===== config.mk =====
export PLATFORM = sky130hd
export DESIGN_NAME = bus_sequencer_flat
export DESIGN_NICKNAME = d
export VERILOG_FILES = /design/src/rtl/bus_sequencer_pkg.sv /design/src/rtl/bus_sequencer_if.sv /design/src/rtl/bus_sequencer_rr_arbiter.sv /design/src/rtl/bus_sequencer.sv /design/src/flat_wrapper.sv
export SDC_FILE = /design/constraint.sdc
export NUM_CORES = 1
export LEC_CHECK = 0
export ABC_AREA = 1
export CAP_MARGIN = 40
export CORE_ASPECT_RATIO = 1.5
export CORE_UTILIZATION = 52
export DETAILED_ROUTE_END_ITERATION = 10
export PLACE_DENSITY = 0.81
export SETUP_SLACK_MARGIN = 0.02
export SLEW_MARGIN = 25
export SYNTH_ARGS = -nofsm -noshare
export SYNTH_HDL_FRONTEND = slang
export SYNTH_HIERARCHICAL = 1
export SYNTH_SLANG_ARGS = --single-unit
export TNS_END_PERCENT = 50

===== constraint.sdc =====
create_clock -name clk -period 3.2 [get_ports clk]
set_input_delay 0.32 -clock clk [delete_from_list [all_inputs] [get_ports clk]]
set_output_delay 0.32 -clock clk [all_outputs]
set_load 0.005 [all_outputs]

===== src/rtl/bus_sequencer_pkg.sv =====
// Shared types, default sizes and the width helper for the bus sequencer.
package bus_seq_pkg;

   localparam int NREG_DEFAULT = 4;
   localparam int NREQ_DEFAULT = 4;

   typedef enum logic [1:0] {
      IDLE    = 2'd0,
      DRIVE   = 2'd1,
      XFER    = 2'd2,
      RELEASE = 2'd3
   } seqState_t;

   // Never returns less than 1 so a two-entry index still gets a real bit.
   function automatic int clog2(input int n);
      int w = 1;
      while ((1 << w) < n) w++;
      return w;
   endfunction

endpackage


===== src/rtl/bus_sequencer_if.sv =====
// Requester and tristate-bus control bundle between the sequencer and its users.
interface bus_seq_if
   import bus_seq_pkg::*;
#(
   parameter int NREG = NREG_DEFAULT,
   parameter int NREQ = NREQ_DEFAULT
);
   localparam int SELW = clog2(NREG);

   logic [NREQ-1:0]      req;
   logic [NREQ*SELW-1:0] src;
   logic [NREQ*SELW-1:0] dst;
   logic [NREQ-1:0]      ack;
   logic [NREG-1:0]      oc_n;
   logic [NREG-1:0]      load;
   logic                 busy;
   logic                 err;

   modport seq    (input req, src, dst, output ack, oc_n, load, busy, err);
   modport master (output req, src, dst, input ack, oc_n, load, busy, err);

endinterface


===== src/rtl/bus_sequencer_rr_arbiter.sv =====
// Round-robin winner selection: first set request at or after the pointer, wrapping.
module rr_arbiter
   import bus_seq_pkg::*;
#(
   parameter  int NREQ = NREQ_DEFAULT,
   localparam int IDXW = clog2(NREQ)
)(
   input  logic [NREQ-1:0] i_req,
   input  logic [IDXW-1:0] i_ptr,
   output logic [NREQ-1:0] o_grant,
   output logic [IDXW-1:0] o_idx,
   output logic            o_valid
);

   always_comb begin
      int j;
      j       = 0;
      o_grant = '0;
      o_idx   = '0;
      o_valid = 1'b0;
      for (int k = 0; k < NREQ; k++) begin
         j = int'(i_ptr) + k;
         if (j >= NREQ) j = j - NREQ;
         if (!o_valid && i_req[j]) begin
            o_valid    = 1'b1;
            o_grant[j] = 1'b1;
            o_idx      = IDXW'(j);
         end
      end
   end

endmodule


===== src/rtl/bus_sequencer.sv =====
// Moves a byte between tristate registers on a shared bus for round-robin requesters.
// Define BUS_SEQ_SETTLE_EN to insert a bus-settle cycle (DRIVE) before the load.
module bus_sequencer
   import bus_seq_pkg::*;
#(
   parameter int NREG = NREG_DEFAULT,
   parameter int NREQ = NREQ_DEFAULT
)(
   input logic   clk,
   input logic   reset,
   bus_seq_if.seq bus
);

   localparam int SELW = clog2(NREG);
   localparam int IDXW = clog2(NREQ);

   logic [NREQ-1:0] w_grant;
   logic [IDXW-1:0] w_grantIdx;
   logic            w_grantValid;
   logic [SELW-1:0] w_src;
   logic [SELW-1:0] w_dst;

   seqState_t       r_state;
   logic [IDXW-1:0] r_rrPtr;
   logic [IDXW-1:0] r_winner;
`ifdef BUS_SEQ_SETTLE_EN
   logic [SELW-1:0] r_dst;
`endif
   logic [NREG-1:0] r_ocN;
   logic [NREG-1:0] r_load;
   logic [NREQ-1:0] r_ack;
   logic            r_busy;
   logic            r_err;

   rr_arbiter #(.NREQ(NREQ)) u_arb (
      .i_req   (bus.req),
      .i_ptr   (r_rrPtr),
      .o_grant (w_grant),
      .o_idx   (w_grantIdx),
      .o_valid (w_grantValid)
   );

   assign w_src = bus.src[w_grantIdx*SELW +: SELW];
   assign w_dst = bus.dst[w_grantIdx*SELW +: SELW];

   // Outputs are loaded alongside the state so each one reflects the state it is in.
   always_ff @(posedge clk or posedge reset) begin
      if (reset) begin
         r_state  <= IDLE;
         r_rrPtr  <= '0;
         r_winner <= '0;
`ifdef BUS_SEQ_SETTLE_EN
         r_dst    <= '0;
`endif
         r_ocN    <= '1;
         r_load   <= '0;
         r_ack    <= '0;
         r_busy   <= 1'b0;
         r_err    <= 1'b0;
      end else begin
         r_ack <= '0;
         r_err <= 1'b0;
         case (r_state)
            IDLE: begin
               if (w_grantValid) begin
                  r_winner <= w_grantIdx;
                  r_busy   <= 1'b1;
                  if (w_src == w_dst) begin
                     r_ack   <= w_grant;
                     r_err   <= 1'b1;
                     r_state <= RELEASE;
                  end else begin
                     r_ocN <= ~(NREG'(1) << w_src);
`ifdef BUS_SEQ_SETTLE_EN
                     r_dst   <= w_dst;
                     r_state <= DRIVE;
`else
                     r_load  <= NREG'(1) << w_dst;
                     r_state <= XFER;
`endif
                  end
               end
            end
`ifdef BUS_SEQ_SETTLE_EN
            DRIVE: begin
               r_load  <= NREG'(1) << r_dst;
               r_state <= XFER;
            end
`endif
            XFER: begin
               r_ocN   <= '1;
               r_load  <= '0;
               r_ack   <= NREQ'(1) << r_winner;
               r_state <= RELEASE;
            end
            RELEASE: begin
               r_busy  <= 1'b0;
               r_rrPtr <= (r_winner == IDXW'(NREQ - 1)) ? '0 : r_winner + 1'b1;
               r_state <= IDLE;
            end
            default: begin
               r_ocN   <= '1;
               r_load  <= '0;
               r_busy  <= 1'b0;
               r_state <= IDLE;
            end
         endcase
      end
   end

   assign bus.ack  = r_ack;
   assign bus.oc_n = r_ocN;
   assign bus.load = r_load;
   assign bus.busy = r_busy;
   assign bus.err  = r_err;

endmodule


===== src/flat_wrapper.sv =====
// flat-port wrapper written by rule: the top's interface ports become plain ports
module bus_sequencer_flat import bus_seq_pkg::*;
#(
   parameter int NREG = NREG_DEFAULT,
   parameter int NREQ = NREQ_DEFAULT
)
  (clk, reset, bus_req, bus_src, bus_dst, bus_ack, bus_oc_n, bus_load, bus_busy, bus_err);
  bus_seq_if #(.NREG(NREG), .NREQ(NREQ)) bus_i ();
  input logic clk;
  input logic reset;
  input wire logic [$bits(bus_i.req)-1:0] bus_req;
  input wire logic [$bits(bus_i.src)-1:0] bus_src;
  input wire logic [$bits(bus_i.dst)-1:0] bus_dst;
  output wire logic [$bits(bus_i.ack)-1:0] bus_ack;
  output wire logic [$bits(bus_i.oc_n)-1:0] bus_oc_n;
  output wire logic [$bits(bus_i.load)-1:0] bus_load;
  output wire logic [$bits(bus_i.busy)-1:0] bus_busy;
  output wire logic [$bits(bus_i.err)-1:0] bus_err;
  assign bus_i.req = bus_req;
  assign bus_i.src = bus_src;
  assign bus_i.dst = bus_dst;
  assign bus_ack = bus_i.ack;
  assign bus_oc_n = bus_i.oc_n;
  assign bus_load = bus_i.load;
  assign bus_busy = bus_i.busy;
  assign bus_err = bus_i.err;
  bus_sequencer #(.NREG(NREG), .NREQ(NREQ)) u_core (.clk(clk), .reset(reset), .bus(bus_i));
endmodule

Word level (Yosys, flattened, before mapping):

Cells that the tools add are included.

* equality and inequality tests: 6
* bitwise operators: 6
* reductions and logical operators: 14
* $lt $le $gt $ge: 12
* multiplexer cells: 54
* shift-type cells: 5
* $add $sub $neg: 8

Operators by type and width (count)
* $ge A32 B1 Y1 const B: 4
* $lt A32 B4 Y1 const B: 4
* $mux W32: 4
* $mux W4: 10
* $pmux W4 S2: 3
* $mux W1: 21
* $shiftx A8 B4 Y2: 2
* $mux W2: 6
* $or A4 B4 Y4: 3
* $shl A1 B2 Y4 const A: 3
* $sub A3 B3 Y4 const B: 3
* $ge A3 B3 Y1 const B: 3
* $bmux W1 S2: 4
* $demux W1 S2: 4
* $logic_and A1 B1 Y1: 7
* $add A2 B2 Y3 const B: 2
* $eq A2 B2 Y1 const B: 3
* $ne A2 B2 Y1 const B: 2
* $not A4 Y4: 1
* $pmux W2 S2: 1
* $reduce_and A2 Y1: 2
* $sub A2 B3 Y4 const B: 1
* $add A2 B1 Y3 const B: 1
* $ge A2 B3 Y1 const B: 1
* other kinds (7): 10

* flip-flop bits (word level): 20
* bits of input ports: 22
* word-level logic and storage cells: 113

Depth between registers and ports, before layout:

Gate-level depths: netlist of the first run.

* depth after elaboration: 21
* gate-level depth with buffers: 21
* gate-level depth less buffers: 19

By module:

Netlist of the first run, hierarchy kept.

By module, submodules not included
* bus_sequencer: instances 1, sequential area each 505.5 um^2, area an instance 1286.2 um^2, cells each 170
* rr_arbiter: instances 1, sequential area each 0.0 um^2, area an instance 460.4 um^2, cells each 77

Least setup slack after synthesis of the first run:

No wires, ideal clock.

* path type: register -> register
* from: register u_core.r_rrPtr[0]
* to: register u_core.r_load[0], in the netlist u_core/bus.load[0]
* clock period less this slack: 2628 ps
* setup slack: 572 ps
* data required time: 3084 ps
* data arrival time: 2511 ps
* library setup time: 116 ps
* stages on the path, launching flop included: 21
* cells stage by stage: dfrtp_1 > inv_2 > ha_1 > inv_1 > nand3_1 > nand2_1 > nor2_1 > a21oi_1 > nand3_1 > inv_2 > buf_6 > nand2_2 > nand2_1 > nand2_1 > nand2_2 > nand2_1 > nand2_4 > nand3_4 > nand2_4 > nand2_1 > nand2_1

* word-level cells in the longest chain between the ends: 20
* elaborated cells on any way between the ends: 51

Ends and longest elaborated chain
* start, declared: line bus_sequencer.sv:24 `logic [IDXW-1:0] r_rrPtr;`
* start signal, assigned: line bus_sequencer.sv:98 `r_rrPtr <= (r_winner == IDXW'(NREQ - 1)) ? '0 : r_winner + 1'b1;`
* parallel branches: the longest is 14 deep, another holds $sub A3 B3 Y4
* $mux W2 (*): line bus_sequencer_rr_arbiter.sv:24 `if (!o_valid && i_req[j]) begin`
* via u_core.w_grantIdx[0]: line bus_sequencer.sv:18 `logic [IDXW-1:0] w_grantIdx;`
* $shiftx A8 B4 Y2: line bus_sequencer.sv:44 `assign w_dst = bus.dst[w_grantIdx*SELW +: SELW];`
* $shl A1 B2 Y4: line bus_sequencer.sv:78 `r_load <= NREG'(1) << w_dst;`
* $mux W4: line bus_sequencer.sv:68 `if (w_src == w_dst) begin`
* $mux W4: line bus_sequencer.sv:65 `if (w_grantValid) begin`
* $pmux W4 S2: line bus_sequencer.sv:63 `case (r_state)`
* end signal, assigned: line bus_sequencer.sv:78
* end, declared: line bus_sequencer.sv:30 `logic [NREG-1:0] r_load;`

Mark *: on every way through the listed nets, which the timed path passes. The select of a mux whose other input is x is not followed.
A chain may end at the register's enable or synchronous reset.

Worst setup path after layout of the first run:

* from: register u_core.r_rrPtr[1]
* to: register u_core.r_load[2], in the netlist u_core/bus.load[2]

The elaborated chain is that of the path after synthesis.

==> results of run 1 <==
## stage by stage
step	utilization [%]	std cells	worst slack [ns]	area [um^2]
final	68.7	326	0.421	2190
after global routing	68.7	326	0.105	2190
after CTS	68.5	326	0.320	2190
after detailed placement	66.8	322	0.391	2130
after global placement	66.8	322	0.436	2130
after floorplan	-	247	0.572	1750
## critical path: stages (launching register included)
cell                      delay, ns
sky130_fd_sc_hd__dfrtp_2       0.45
sky130_fd_sc_hd__inv_1         0.08
sky130_fd_sc_hd__ha_1          0.37
sky130_fd_sc_hd__inv_1         0.11
sky130_fd_sc_hd__nand2_1       0.07
sky130_fd_sc_hd__nand2_1       0.08
sky130_fd_sc_hd__nor2_4        0.22
sky130_fd_sc_hd__nand4_1       0.11
sky130_fd_sc_hd__nand3_1       0.14
sky130_fd_sc_hd__buf_4         0.20
sky130_fd_sc_hd__nand2_1       0.09
sky130_fd_sc_hd__nand2_1       0.08
sky130_fd_sc_hd__nand2_1       0.05
sky130_fd_sc_hd__nand2_1       0.09
sky130_fd_sc_hd__nand2_1       0.09
sky130_fd_sc_hd__nand2_4       0.08
sky130_fd_sc_hd__nand3_4       0.12
sky130_fd_sc_hd__nand2_4       0.13
sky130_fd_sc_hd__nand2_1       0.08
sky130_fd_sc_hd__nand2_1       0.08
## flip-flops by register name, summed over array words and instances, names as in the netlist
signal / count
u_core/r_winner: 2
u_core/r_state: 2
u_core/bus.ack: 4
u_core/bus.busy: 1
u_core/bus.load: 4
u_core/bus.err: 1
u_core/bus.oc_n: 4
u_core/r_rrPtr: 2
## worst min path at each step
| stage | startpoint | end | slack, ns |
|---|---|---|---|
| 4_1_cts | u_core/bus.oc_n[0] | u_core/bus.oc_n[0] | 0.46 |
| 3_3_place_gp | u_core/bus.oc_n[2] | u_core/bus.oc_n[2] | 0.45 |
| 5_1_grt | u_core/bus.oc_n[0] | u_core/bus.oc_n[0] | 0.48 |
| 6_report | u_core/bus.oc_n[0] | u_core/bus.oc_n[0] | 0.46 |
| 2_1_floorplan | reset | u_core/bus.ack[0] | 0.28 |
| 3_5_place_dp | u_core/bus.oc_n[0] | u_core/bus.oc_n[0] | 0.45 |
## logic make-up (layout without fill, tap and decap cells)
family / count (synthesis) / after routing
fa+ha+maj: 12 / 12
simple gates: 173 / 173
buf+inv: 26 / 65
flops: 20 / 20
compound gates: 16 / 16
## metal layers
metal | vias up | part of all wire, %
met1 | 752 | 40
met3 | 12 | 1.8
met2 | 36 | 54
li1 | 876 | -
met5 | - | 0
met4 | 0 | 3.4
## cell usage after synthesis
| master | count |
|---|---|
| sky130_fd_sc_hd__inv_2 | 3 |
| sky130_fd_sc_hd__dfrtp_1 | 16 |
| sky130_fd_sc_hd__nand3_4 | 1 |
| sky130_fd_sc_hd__inv_1 | 19 |
| sky130_fd_sc_hd__a21boi_0 | 5 |
| sky130_fd_sc_hd__nand2_4 | 3 |
| sky130_fd_sc_hd__nand2_2 | 25 |
| sky130_fd_sc_hd__nor2_4 | 4 |
| sky130_fd_sc_hd__nor2_1 | 7 |
| sky130_fd_sc_hd__o31ai_1 | 1 |
| sky130_fd_sc_hd__nand4_1 | 8 |
| sky130_fd_sc_hd__nand2_1 | 85 |
| sky130_fd_sc_hd__ha_1 | 12 |
| sky130_fd_sc_hd__nand3_1 | 34 |
| sky130_fd_sc_hd__nand3_2 | 4 |
| sky130_fd_sc_hd__dfstp_2 | 4 |
| sky130_fd_sc_hd__buf_6 | 4 |
| sky130_fd_sc_hd__nor3_1 | 2 |
| sky130_fd_sc_hd__o21ai_0 | 3 |
| sky130_fd_sc_hd__a21oi_1 | 7 |
## layout make-up
type,instances,area [um^2],area share [%]
timing repair buffer,39,380,17.3
inverter,22,82.6,3.76
clock buffer,4,55.1,2.51
sequential,20,507,23.1
tap,40,50.0,2.28
multi-input combinational,201,1120,51.0
## what timing repair did
| action | 4_1_cts | 5_1_grt |
|---|---|---|
| setup buffers | 0 | 0 |
| resized for setup | 0 | 2 |
| endpoints found under the setup margin | 0 | 4 |
==> impl_table.tex, run 1 <==
\begin{tabular}{lr}
\hline
Metric & Value \\
\hline
\multicolumn{2}{l}{\textbf{Clocking}} \\
\quad TritonCTS clock tree & done \\
\quad Number of buffers added by the clock tree synthesis step & 3 \\
\quad Skew-Pair Late Insertion Delay & 0.25 ns \\
\quad CTS Root Cell & sky130\_fd\_sc\_hd\_\_clkbuf\_8 \\
\quad CTS Sinks & 20 \\
\quad CTS Hold Bufs & 0 \\
\quad Clock transition at the registers of the reported paths & 0.07 ns \\
\quad Number of levels in the clock H-tree & 1 \\
\quad Buffers from clock root to sink, at most & 2 \\
\multicolumn{2}{l}{\textbf{Routing}} \\
\quad Routed wirelength normalized by instance count & 11.2 um \\
\quad Number of DRC markers in iteration 0 & 20 \\
\quad Number of vias per cell after detailed routing & 5.14 \\
\quad Total wirelength of the detailed-routed design & 3660 um \\
\quad Detailed Routing Iterations Pass 1 & 4 \\
\quad Residual DRC & 0 \\
\quad DRT antenna net count & 0 \\
\quad Detailed-route via count & 1676 \\
\multicolumn{2}{l}{\textbf{GRT}} \\
\quad Global-route usage over all layers & 22.5\% \\
\quad Global routing met3 resource utilization & 1.88\% \\
\quad Met2 layer usage reported by global route & 42.2\% \\
\quad Wire length of the first global-routing pass & 6330 um \\
\quad Met1 Use GR & 24.3\% \\
\quad Largest net degree at the start of global routing & 21 \\
\quad Busiest metal layer after global routing & met2 \\
\quad Antenna violations before repair & 0 \\
\quad Global-route congestion overflow total & 0 \\
\quad Via count of the first global-routing pass & 1520 \\
\multicolumn{2}{l}{\textbf{Timing}} \\
\quad Top achievable clock speed & 360 MHz \\
\quad Final Max Tran Viols & 0 \\
\quad Actual slew at the worst max-slew pin & 0.704 ns \\
\quad Setup repair after global routing missed its margin & false \\
\quad Endpoints failing setup & 0 \\
\quad Time the final worst path needs with I/O delays and setup & 2.78 ns \\
\quad Setup skew after layout & 0.00144 ns \\
\quad Worst slew margin relative to its limit & 53.0\% \\
\quad Final total negative setup slack & 0 ns \\
\quad Hold Fails Final Rpt & 0 \\
\quad Period utilisation layout & 86.8\% \\
\quad Final-layout worst hold slack & 0.463 ns \\
\multicolumn{2}{l}{\textbf{Worst setup path}} \\
\quad CP Launch Type & register \\
\quad Req. time, crit path & 3.39 ns \\
\quad RR Endpoint & u\_core/bus.load[2] \\
\quad Type of destination of the critical path & register \\
\quad CP max FO & 13 \\
\quad Type of the setup path with the least slack & reg2reg \\
\quad Depth of the worst register-to-register path & 19 \\
\quad Data arrival at the endpoint of the critical path & 2.97 ns \\
\quad Critical Path End & u\_core/bus.load[2] \\
\quad Worst Setup SP & u\_core/r\_rrPtr[1] \\
\quad Slack of the worst reg-to-reg path & 0.42 ns \\
\quad Startpoint of the lowest-slack register-to-register path & u\_core/r\_rrPtr[1] \\
\multicolumn{2}{l}{\textbf{Logic synthesis}} \\
\quad Post-synthesis share of cell area spent on full adders, half adders and majority gates & 8.60\% \\
\quad Post-synthesis share of cell area spent on xor and xnor gates & 0\% \\
\quad Mux contribution to synthesized area & 0\% \\
\quad Avg Synthesized Cell Area & 7.07 um\^{}2 \\
\quad Post-synthesis cell type count & 20 \\
\quad Post-synthesis compound-gate area fraction & 5.44\% \\
\quad Ys Warns & 6 \\
\quad Main combinational cell family by area after synthesis & simple AND/OR/NAND/NOR gates \\
\quad Post-Syn Area & 0.00175 mm\^{}2 \\
\quad Area fraction of the dominant cell type after synthesis & 22.9\% \\
\quad Synth Area in Simple Gates & 49.7\% \\
\quad Most area-hungry cell type in the Yosys netlist & sky130\_fd\_sc\_hd\_\_dfrtp\_1 \\
\quad Net count after synthesis & 281 \\
\quad Register bit count reported by yosys & 20 \\
\quad Seq/Total Area, Yosys & 28.9\% \\
\quad Post-synthesis cell count & 247 \\
\quad Top area cells in the synthesized netlist & sky130\_fd\_sc\_hd\_\_dfrtp\_1 (23\%), sky130\_fd\_sc\_hd\_\_nand2\_1 (18\%), sky130\_fd\_sc\_hd\_\_nand3\_1 (9.7\%) \\
\multicolumn{2}{l}{\textbf{Place}} \\
\quad Placer Congestion & 0.861 \\
\quad HPWL after detailed placement & 2980 um \\
\quad Count of buffers from port buffering & 35 \\
\multicolumn{2}{l}{\textbf{Final layout}} \\
\quad Nets & 321 \\
\quad Layout-stage area growth over the synthesis result & 25.6\% \\
\quad Commonest non-fill, non-tap cell in the layout & sky130\_fd\_sc\_hd\_\_nand2\_1 \\
\quad Diode count & 0 \\
\quad Commonest cells after routing, fill and taps aside & sky130\_fd\_sc\_hd\_\_nand2\_1 (85), sky130\_fd\_sc\_hd\_\_clkdlybuf4s50\_1 (35), sky130\_fd\_sc\_hd\_\_nand3\_1 (33) \\
\quad Fill cell count & 280 \\
\quad Share of post-route cells with drive strength above 1 & 18.9\% \\
\multicolumn{2}{l}{\textbf{Floorplan}} \\
\quad Die height & 73.0 um \\
\quad Overall die width & 49.3 um \\
\quad Floorplan row count & 25 \\
\quad Effective utilization at floorplan & 54.7\% \\
\quad Ports placed on the boundary & 36 \\
\quad Floorplan Core Area & 0.00319 mm\^{}2 \\
\quad Die area & 0.00360 mm\^{}2 \\
\multicolumn{2}{l}{\textbf{Hold path}} \\
\quad Type of the worst min-delay path & reg2reg \\
\quad Depth of the worst hold-timing path & 2 \\
\multicolumn{2}{l}{\textbf{Flow run}} \\
\quad Total of max-cap violations & 0 \\
\multicolumn{2}{l}{\textbf{Outcome}} \\
\quad Outcome & finished clean \\
\hline
\end{tabular}
Power of run 1 is left out: the tool's default activity adds up to more than one toggle a clock period on the data nets, which glitch-free logic cannot reach.
==> run 2, diff against run 1 <==
==> constraint.sdc (replaced) <==
create_clock -name clk -period 3.2 [get_ports clk]
set_input_delay 0.64 -clock clk [delete_from_list [all_inputs] [get_ports clk]]
set_output_delay 0.64 -clock clk [all_outputs]
set_load 0.005 [all_outputs]
==> impl_table.tex, run 2 (same netlist as run 1, synthesis figures left out) <==
\begin{tabular}{lr}
\hline
Metric & Value \\
\hline
\multicolumn{2}{l}{\textbf{Worst setup path}} \\
\quad Slack of the worst reg-to-reg path & 0.52 ns (+0.10 ns) \\
\quad Type of destination of the critical path & register \\
\quad Data arrival at the endpoint of the critical path & 3.01 ns (+0.04 ns) \\
\quad CP Launch Type & primary input \\
\quad CP max FO & 9 (-4) \\
\quad Req. time, crit path & 3.40 ns (about the same) \\
\quad Type of the setup path with the least slack & in2reg \\
\multicolumn{2}{l}{\textbf{Routing}} \\
\quad Total wirelength of the detailed-routed design & 3540 um (-3.0\%) \\
\quad Residual DRC & 0 (unchanged) \\
\quad Detailed-route via count & 1688 (+0.72\%) \\
\quad DRT antenna net count & 0 (unchanged) \\
\quad Number of vias per cell after detailed routing & 5.12 (-0.50\%) \\
\quad Routed wirelength normalized by instance count & 10.7 um (-4.2\%) \\
\quad Number of DRC markers in iteration 0 & 36 (+80\%) \\
\quad Detailed Routing Iterations Pass 1 & 4 (unchanged) \\
\multicolumn{2}{l}{\textbf{Final layout}} \\
\quad Commonest non-fill, non-tap cell in the layout & sky130\_fd\_sc\_hd\_\_nand2\_1 \\
\quad Nets & 325 (+1.2\%) \\
\quad Commonest cells after routing, fill and taps aside & sky130\_fd\_sc\_hd\_\_nand2\_1 (85), sky130\_fd\_sc\_hd\_\_clkdlybuf4s50\_1 (35), sky130\_fd\_sc\_hd\_\_nand3\_1 (34) \\
\quad Fill cell count & 276 (-1.4\%) \\
\quad Share of post-route cells with drive strength above 1 & 19.3\% (+0.43 points) \\
\quad Layout-stage area growth over the synthesis result & 26.9\% \\
\quad Diode count & 0 (unchanged) \\
\multicolumn{2}{l}{\textbf{GRT}} \\
\quad Global-route congestion overflow total & 0 (unchanged) \\
\quad Largest net degree at the start of global routing & 21 (unchanged) \\
\quad Global-route usage over all layers & 22.4\% (-0.12 points) \\
\quad Antenna violations before repair & 0 (unchanged) \\
\quad Via count of the first global-routing pass & 1496 (-1.6\%) \\
\quad Wire length of the first global-routing pass & 6230 um (-1.5\%) \\
\multicolumn{2}{l}{\textbf{Timing}} \\
\quad Setup repair after global routing missed its margin & false \\
\quad Final total negative setup slack & 0 ns (unchanged) \\
\quad Final Max Tran Viols & 0 (unchanged) \\
\quad Top achievable clock speed & 356 MHz (-1.1\%) \\
\quad Worst slew margin relative to its limit & 53.3\% (+0.32 points) \\
\quad Period utilisation layout & 87.8\% (+0.99 points) \\
\quad Setup skew after layout & 0.00236 ns (+0.000926 ns) \\
\quad Hold Fails Final Rpt & 0 (unchanged) \\
\quad Actual slew at the worst max-slew pin & 0.699 ns (-0.00477 ns) \\
\quad Time the final worst path needs with I/O delays and setup & 2.81 ns (+0.0317 ns) \\
\quad Endpoints failing setup & 0 (unchanged) \\
\multicolumn{2}{l}{\textbf{Clocking}} \\
\quad CTS Sinks & 20 (unchanged) \\
\quad Post-CTS Setup Bufs & 0 (unchanged) \\
\quad Skew-Pair Late Insertion Delay & 0.25 ns (about the same) \\
\quad Clock transition at the registers of the reported paths & 0.07 ns (about the same) \\
\quad Buffers from clock root to sink, at most & 2 (unchanged) \\
\quad TritonCTS clock tree & done \\
\quad CTS Hold Bufs & 0 (unchanged) \\
\quad Number of levels in the clock H-tree & 1 (unchanged) \\
\quad Number of buffers added by the clock tree synthesis step & 3 (unchanged) \\
\quad CTS Root Cell & sky130\_fd\_sc\_hd\_\_clkbuf\_8 \\
\quad Quantity of gates resized following cts & 0 (unchanged) \\
\multicolumn{2}{l}{\textbf{Floorplan}} \\
\quad Die area & 0.00360 mm\^{}2 (unchanged) \\
\quad Floorplan Core Area & 0.00319 mm\^{}2 (unchanged) \\
\quad Die height & 73.0 um (unchanged) \\
\quad Floorplan row count & 25 (unchanged) \\
\quad Overall die width & 49.3 um (unchanged) \\
\quad Effective utilization at floorplan & 54.7\% (unchanged) \\
\quad Ports placed on the boundary & 36 (unchanged) \\
\multicolumn{2}{l}{\textbf{Place}} \\
\quad HPWL after detailed placement & 2830 um (-4.9\%) \\
\quad Count of buffers from port buffering & 35 (unchanged) \\
\quad Placer Congestion & 0.900 (+4.6\%) \\
\multicolumn{2}{l}{\textbf{Flow run}} \\
\quad Total of max-cap violations & 0 (unchanged) \\
\multicolumn{2}{l}{\textbf{Outcome}} \\
\quad Outcome & finished clean \\
\multicolumn{2}{l}{\textbf{Hold path}} \\
\quad Type of the worst min-delay path & reg2reg \\
\hline
\end{tabular}
-- run 2: final timing paths --
path	end	depth (start not counted)	start
hold / removal	u_core/bus.oc_n[2]	2	u_core/bus.oc_n[2]
setup / recovery	u_core/bus.oc_n[1]	19	bus_req[3]
setup reg to reg	u_core/bus.oc_n[1]	19	u_core/r_rrPtr[0]
min in group asynchronous	u_core/r_rrPtr[1]	2	reset
hold reg to reg	u_core/bus.oc_n[2]	2	u_core/bus.oc_n[2]
max in group asynchronous	u_core/bus.load[0]	2	reset
-- run 2: metal layers --
| layer | wire, um | vias up | share of wire (%) | track usage [%] |
|---|---|---|---|---|
| li1 | - | 881 | - | - |
| met3 | 80 | 6 | 2.3 | 2.08 |
| met1 | 1550 | 761 | 44 | 26.4 |
| met5 | 0 | - | 0 | 0 |
| met2 | 1830 | 40 | 52 | 38.4 |
| met4 | 85 | 0 | 2.4 | 14.7 |
-- run 2: stage by stage --
| stage | hold WS, ns | worst slack, ns | instances | utilization (%) | cell area (um^2) |
|---|---|---|---|---|---|
| 6_report | 0.459 | 0.389 | 330 | 69.5 | 2220 |
| 4_1_cts | 0.462 | 0.397 | 330 | 69.5 | 2220 |
| 3_3_place_gp | 0.449 | 0.225 | 326 | 67.8 | 2160 |
| 2_1_floorplan | 0.452 | 0.572 | 247 | - | 1750 |
| 5_1_grt | 0.476 | 0.141 | 330 | 69.5 | 2220 |
| 3_5_place_dp | 0.451 | 0.160 | 326 | 67.8 | 2160 |
-- run 2: cell type report --
class | instances | area [um^2] | share of cell area (%)
Sequential cell | 20 | 505 | 22.8
Multi-Input combinational cell | 201 | 1110 | 50.2
Tap cell | 40 | 50.0 | 2.26
Clock buffer | 4 | 55.1 | 2.48
Timing Repair Buffer | 43 | 410 | 18.5
Inverter | 22 | 82.6 | 3.72
-- run 2: critical path, cell delays in order --
cell and delay (ns):
sky130_fd_sc_hd__clkdlybuf4s50_1 0.43, sky130_fd_sc_hd__inv_1 0.06, sky130_fd_sc_hd__nand2_1 0.07, sky130_fd_sc_hd__nand3_2 0.13
sky130_fd_sc_hd__nand2_2 0.09, sky130_fd_sc_hd__nor2_1 0.28, sky130_fd_sc_hd__a21oi_1 0.13, sky130_fd_sc_hd__nand3_1 0.16
sky130_fd_sc_hd__buf_4 0.17, sky130_fd_sc_hd__nand2_1 0.07, sky130_fd_sc_hd__nand2_1 0.07, sky130_fd_sc_hd__nand2_1 0.06
sky130_fd_sc_hd__nand2_2 0.09, sky130_fd_sc_hd__nand2_1 0.09, sky130_fd_sc_hd__nand2_4 0.09, sky130_fd_sc_hd__nand3_4 0.12
sky130_fd_sc_hd__nand2_4 0.13, sky130_fd_sc_hd__nand2_1 0.06, sky130_fd_sc_hd__nand2_1 0.06
Power of run 2 is left out for the same reason.
==> run 3, diff against run 2 <==
--- a/config.mk
+++ b/config.mk
@@ -6,11 +6,11 @@
 export NUM_CORES = 1
 export LEC_CHECK = 0
 export ABC_AREA = 1
-export CAP_MARGIN = 40
 export CORE_ASPECT_RATIO = 1.5
-export CORE_UTILIZATION = 52
+export CORE_UTILIZATION = 60
 export DETAILED_ROUTE_END_ITERATION = 10
-export PLACE_DENSITY = 0.81
+export DONT_BUFFER_PORTS = 1
+export PLACE_DENSITY = 0.76
 export SETUP_SLACK_MARGIN = 0.02
 export SLEW_MARGIN = 25
 export SYNTH_ARGS = -nofsm -noshare
==> impl_table.tex, run 3 (same netlist as run 1, synthesis figures left out) <==
\begin{tabular}{lr}
\hline
Metric & Value \\
\hline
\multicolumn{2}{l}{\textbf{Outcome}} \\
\quad Outcome & finished clean \\
\multicolumn{2}{l}{\textbf{Timing}} \\
\quad Top achievable clock speed & 363 MHz (+2.1\%) \\
\quad Final total negative setup slack & 0 ns (unchanged) \\
\quad Setup repair after global routing missed its margin & false \\
\quad Period utilisation layout & 86.1\% (-1.8 points) \\
\quad Time the final worst path needs with I/O delays and setup & 2.75 ns (-0.0565 ns) \\
\quad Worst slew margin relative to its limit & 52.9\% (-0.41 points) \\
\quad Final Max Tran Viols & 0 (unchanged) \\
\quad Endpoints failing setup & 0 (unchanged) \\
\quad Actual slew at the worst max-slew pin & 0.705 ns (+0.00611 ns) \\
\quad Setup skew after layout & 0.00440 ns (+0.00204 ns) \\
\quad Final-layout worst hold slack & 0.382 ns (-0.0770 ns) \\
\quad Hold Fails Final Rpt & 0 (unchanged) \\
\multicolumn{2}{l}{\textbf{GRT}} \\
\quad Wire length of the first global-routing pass & 5750 um (-7.6\%) \\
\quad Antenna violations before repair & 0 (unchanged) \\
\quad Global-route usage over all layers & 24.3\% (+1.9 points) \\
\quad Largest net degree at the start of global routing & 21 (unchanged) \\
\quad Via count of the first global-routing pass & 1392 (-7.0\%) \\
\quad Global-route congestion overflow total & 0 (unchanged) \\
\multicolumn{2}{l}{\textbf{Worst setup path}} \\
\quad RR Endpoint & u\_core/bus.load[3] \\
\quad Type of the setup path with the least slack & reg2reg \\
\quad Depth of the worst register-to-register path & 19 (unchanged) \\
\quad CP Launch Type & register \\
\quad CP max FO & 13 (+4) \\
\quad Cell seen most often among critical-path stages & sky130\_fd\_sc\_hd\_\_nand2\_1 \\
\quad Slack of the worst reg-to-reg path & 0.45 ns (-0.07 ns) \\
\quad Type of destination of the critical path & register \\
\quad Slowest stage cell on the critical path & sky130\_fd\_sc\_hd\_\_dfrtp\_2 \\
\quad Data arrival at the endpoint of the critical path & 2.95 ns (-0.06 ns) \\
\quad Cell-by-cell trace of the critical path & inv\_1 > ha\_1 > inv\_1 > nand2\_1 > nand2\_1 > nor2\_4 > nand4\_1 > nand3\_1 > buf\_4 > nand2\_1 > nand2\_1 > nand2\_1 > nand2\_2 > nand2\_1 > nand2\_4 > nand3\_4 > nand2\_4 > nand2\_1 > nand2\_1 \\
\quad Startpoint of the lowest-slack register-to-register path & u\_core/r\_rrPtr[1] \\
\quad Req. time, crit path & 3.39 ns (about the same) \\
\quad Stage delay of the slowest cell on the critical path & 0.44 ns (about the same) \\
\multicolumn{2}{l}{\textbf{Routing}} \\
\quad Total wirelength of the detailed-routed design & 3190 um (-10\%) \\
\quad Detailed Routing Iterations Pass 1 & 4 (unchanged) \\
\quad Residual DRC & 0 (unchanged) \\
\quad Number of vias per cell after detailed routing & 5.31 (+3.8\%) \\
\quad Number of DRC markers in iteration 0 & 36 (unchanged) \\
\quad Routed wirelength normalized by instance count & 11.1 um (+3.4\%) \\
\quad DRT antenna net count & 0 (unchanged) \\
\quad Detailed-route via count & 1524 (-9.7\%) \\
\multicolumn{2}{l}{\textbf{Clocking}} \\
\quad TritonCTS clock tree & done \\
\quad Skew-Pair Late Insertion Delay & 0.25 ns (about the same) \\
\quad CTS Root Cell & sky130\_fd\_sc\_hd\_\_clkbuf\_8 \\
\quad Buffers from clock root to sink, at most & 2 (unchanged) \\
\quad Number of buffers added by the clock tree synthesis step & 3 (unchanged) \\
\quad Number of levels in the clock H-tree & 1 (unchanged) \\
\quad Clock transition at the registers of the reported paths & 0.07 ns (about the same) \\
\quad CTS Sinks & 20 (unchanged) \\
\multicolumn{2}{l}{\textbf{Final layout}} \\
\quad Diode count & 0 (unchanged) \\
\quad Layout-stage area growth over the synthesis result & 5.01\% \\
\quad Multi-input gate area in the final layout & 0.00112 mm\^{}2 (+0.67\%) \\
\quad Share of post-route cells with drive strength above 1 & 21.6\% (+2.3 points) \\
\quad Fill cell count & 286 (+3.6\%) \\
\quad Area occupied by registers & 507 um\^{}2 (+0.25\%) \\
\quad Commonest non-fill, non-tap cell in the layout & sky130\_fd\_sc\_hd\_\_nand2\_1 \\
\quad Nets & 285 (-12\%) \\
\quad Commonest cells after routing, fill and taps aside & sky130\_fd\_sc\_hd\_\_nand2\_1 (85), sky130\_fd\_sc\_hd\_\_nand3\_1 (33), sky130\_fd\_sc\_hd\_\_nand2\_2 (25) \\
\multicolumn{2}{l}{\textbf{Floorplan}} \\
\quad Ports placed on the boundary & 36 (unchanged) \\
\quad Die area & 0.00314 mm\^{}2 (-13\%) \\
\quad Effective utilization at floorplan & 64.6\% (+9.8 points) \\
\quad Die height & 68.1 um (-6.7\%) \\
\quad Overall die width & 46.1 um (-6.6\%) \\
\quad Floorplan row count & 23 (-8.0\%) \\
\quad Floorplan Core Area & 0.00271 mm\^{}2 (-15\%) \\
\multicolumn{2}{l}{\textbf{Place}} \\
\quad HPWL after detailed placement & 2610 um (-7.9\%) \\
\quad Placer Congestion & 0.882 (-2.0\%) \\
\quad Count of buffers from port buffering & 0 (-100\%) \\
\multicolumn{2}{l}{\textbf{Flow run}} \\
\quad Total of max-cap violations & 0 (unchanged) \\
\multicolumn{2}{l}{\textbf{Hold path}} \\
\quad Type of the worst min-delay path & in2async \\
\hline
\end{tabular}
run 3: cell count changes in the layout (fill, tap and decap cells not counted):
| cell | change |
|---|---|
| sky130_fd_sc_hd__clkdlybuf4s50_1 | -35 |
| sky130_fd_sc_hd__buf_4 | -5 |
| sky130_fd_sc_hd__nor2_2 | +1 |
| sky130_fd_sc_hd__dfrtp_2 | +1 |
| sky130_fd_sc_hd__nand3_2 | +1 |
| sky130_fd_sc_hd__nor2_1 | -1 |
| sky130_fd_sc_hd__nand3_1 | -1 |
| sky130_fd_sc_hd__dfrtp_1 | -1 |
run 3: worst max path at each step:
| stage | end | startpoint |
|---|---|---|
| detailed placement | u_core/bus.load[3] | u_core/r_rrPtr[1] |
| global route | u_core/bus.oc_n[3] | u_core/r_rrPtr[1] |
| floorplan | u_core/bus.load[0] | u_core/r_rrPtr[0] |
| global placement | u_core/bus.load[3] | u_core/r_rrPtr[1] |
| finish | u_core/bus.load[3] | u_core/r_rrPtr[1] |
| CTS | u_core/bus.load[3] | u_core/r_rrPtr[1] |
run 3: stage by stage:
step / instances / util, % / area [um^2] / setup slack, ns
floorplan: 247 / - / 1750 / 0.572
global placement: 283 / 65.4 / 1770 / 0.349
detailed placement: 283 / 65.4 / 1770 / 0.239
CTS: 287 / 67.5 / 1830 / 0.228
global route: 287 / 67.8 / 1830 / 0.0993
finish: 287 / 67.8 / 1830 / 0.446
run 3: per-layer routing:
metal / track usage [%] / part of all wire [%] / vias up
met2: 41.4 / 49 / 37
met5: 0 / 0 / -
met3: 1.85 / 2.7 / 4
li1: - / - / 803
met4: 9.19 / 1.5 / 0
met1: 31.0 / 46 / 680
run 3: repair_timing:
action / 4_1_cts / 5_1_grt
hold buffers: 0 / 0
gates resized for setup: 0 / 3
setup buffers: 0 / 0
endpoints found under the setup margin: 0 / 12
run 3: worst max-delay path: cells and delay by family (launching register included):
family | cells | cell delay, ns
buf+inv | 3 | 0.43
fa+ha+maj | 1 | 0.38
flops | 1 | 0.44
simple gates | 15 | 1.43
run 3: cell type report:
class                           count  share of cell area (%)
Timing Repair Buffer                3                    1.23
Clock buffer                        4                    3.00
Multi-Input combinational cell    201                    61.1
Tap cell                           37                    2.52
Inverter                           22                    4.50
Sequential cell                    20                    27.6
Power of run 3 is left out for the same reason.
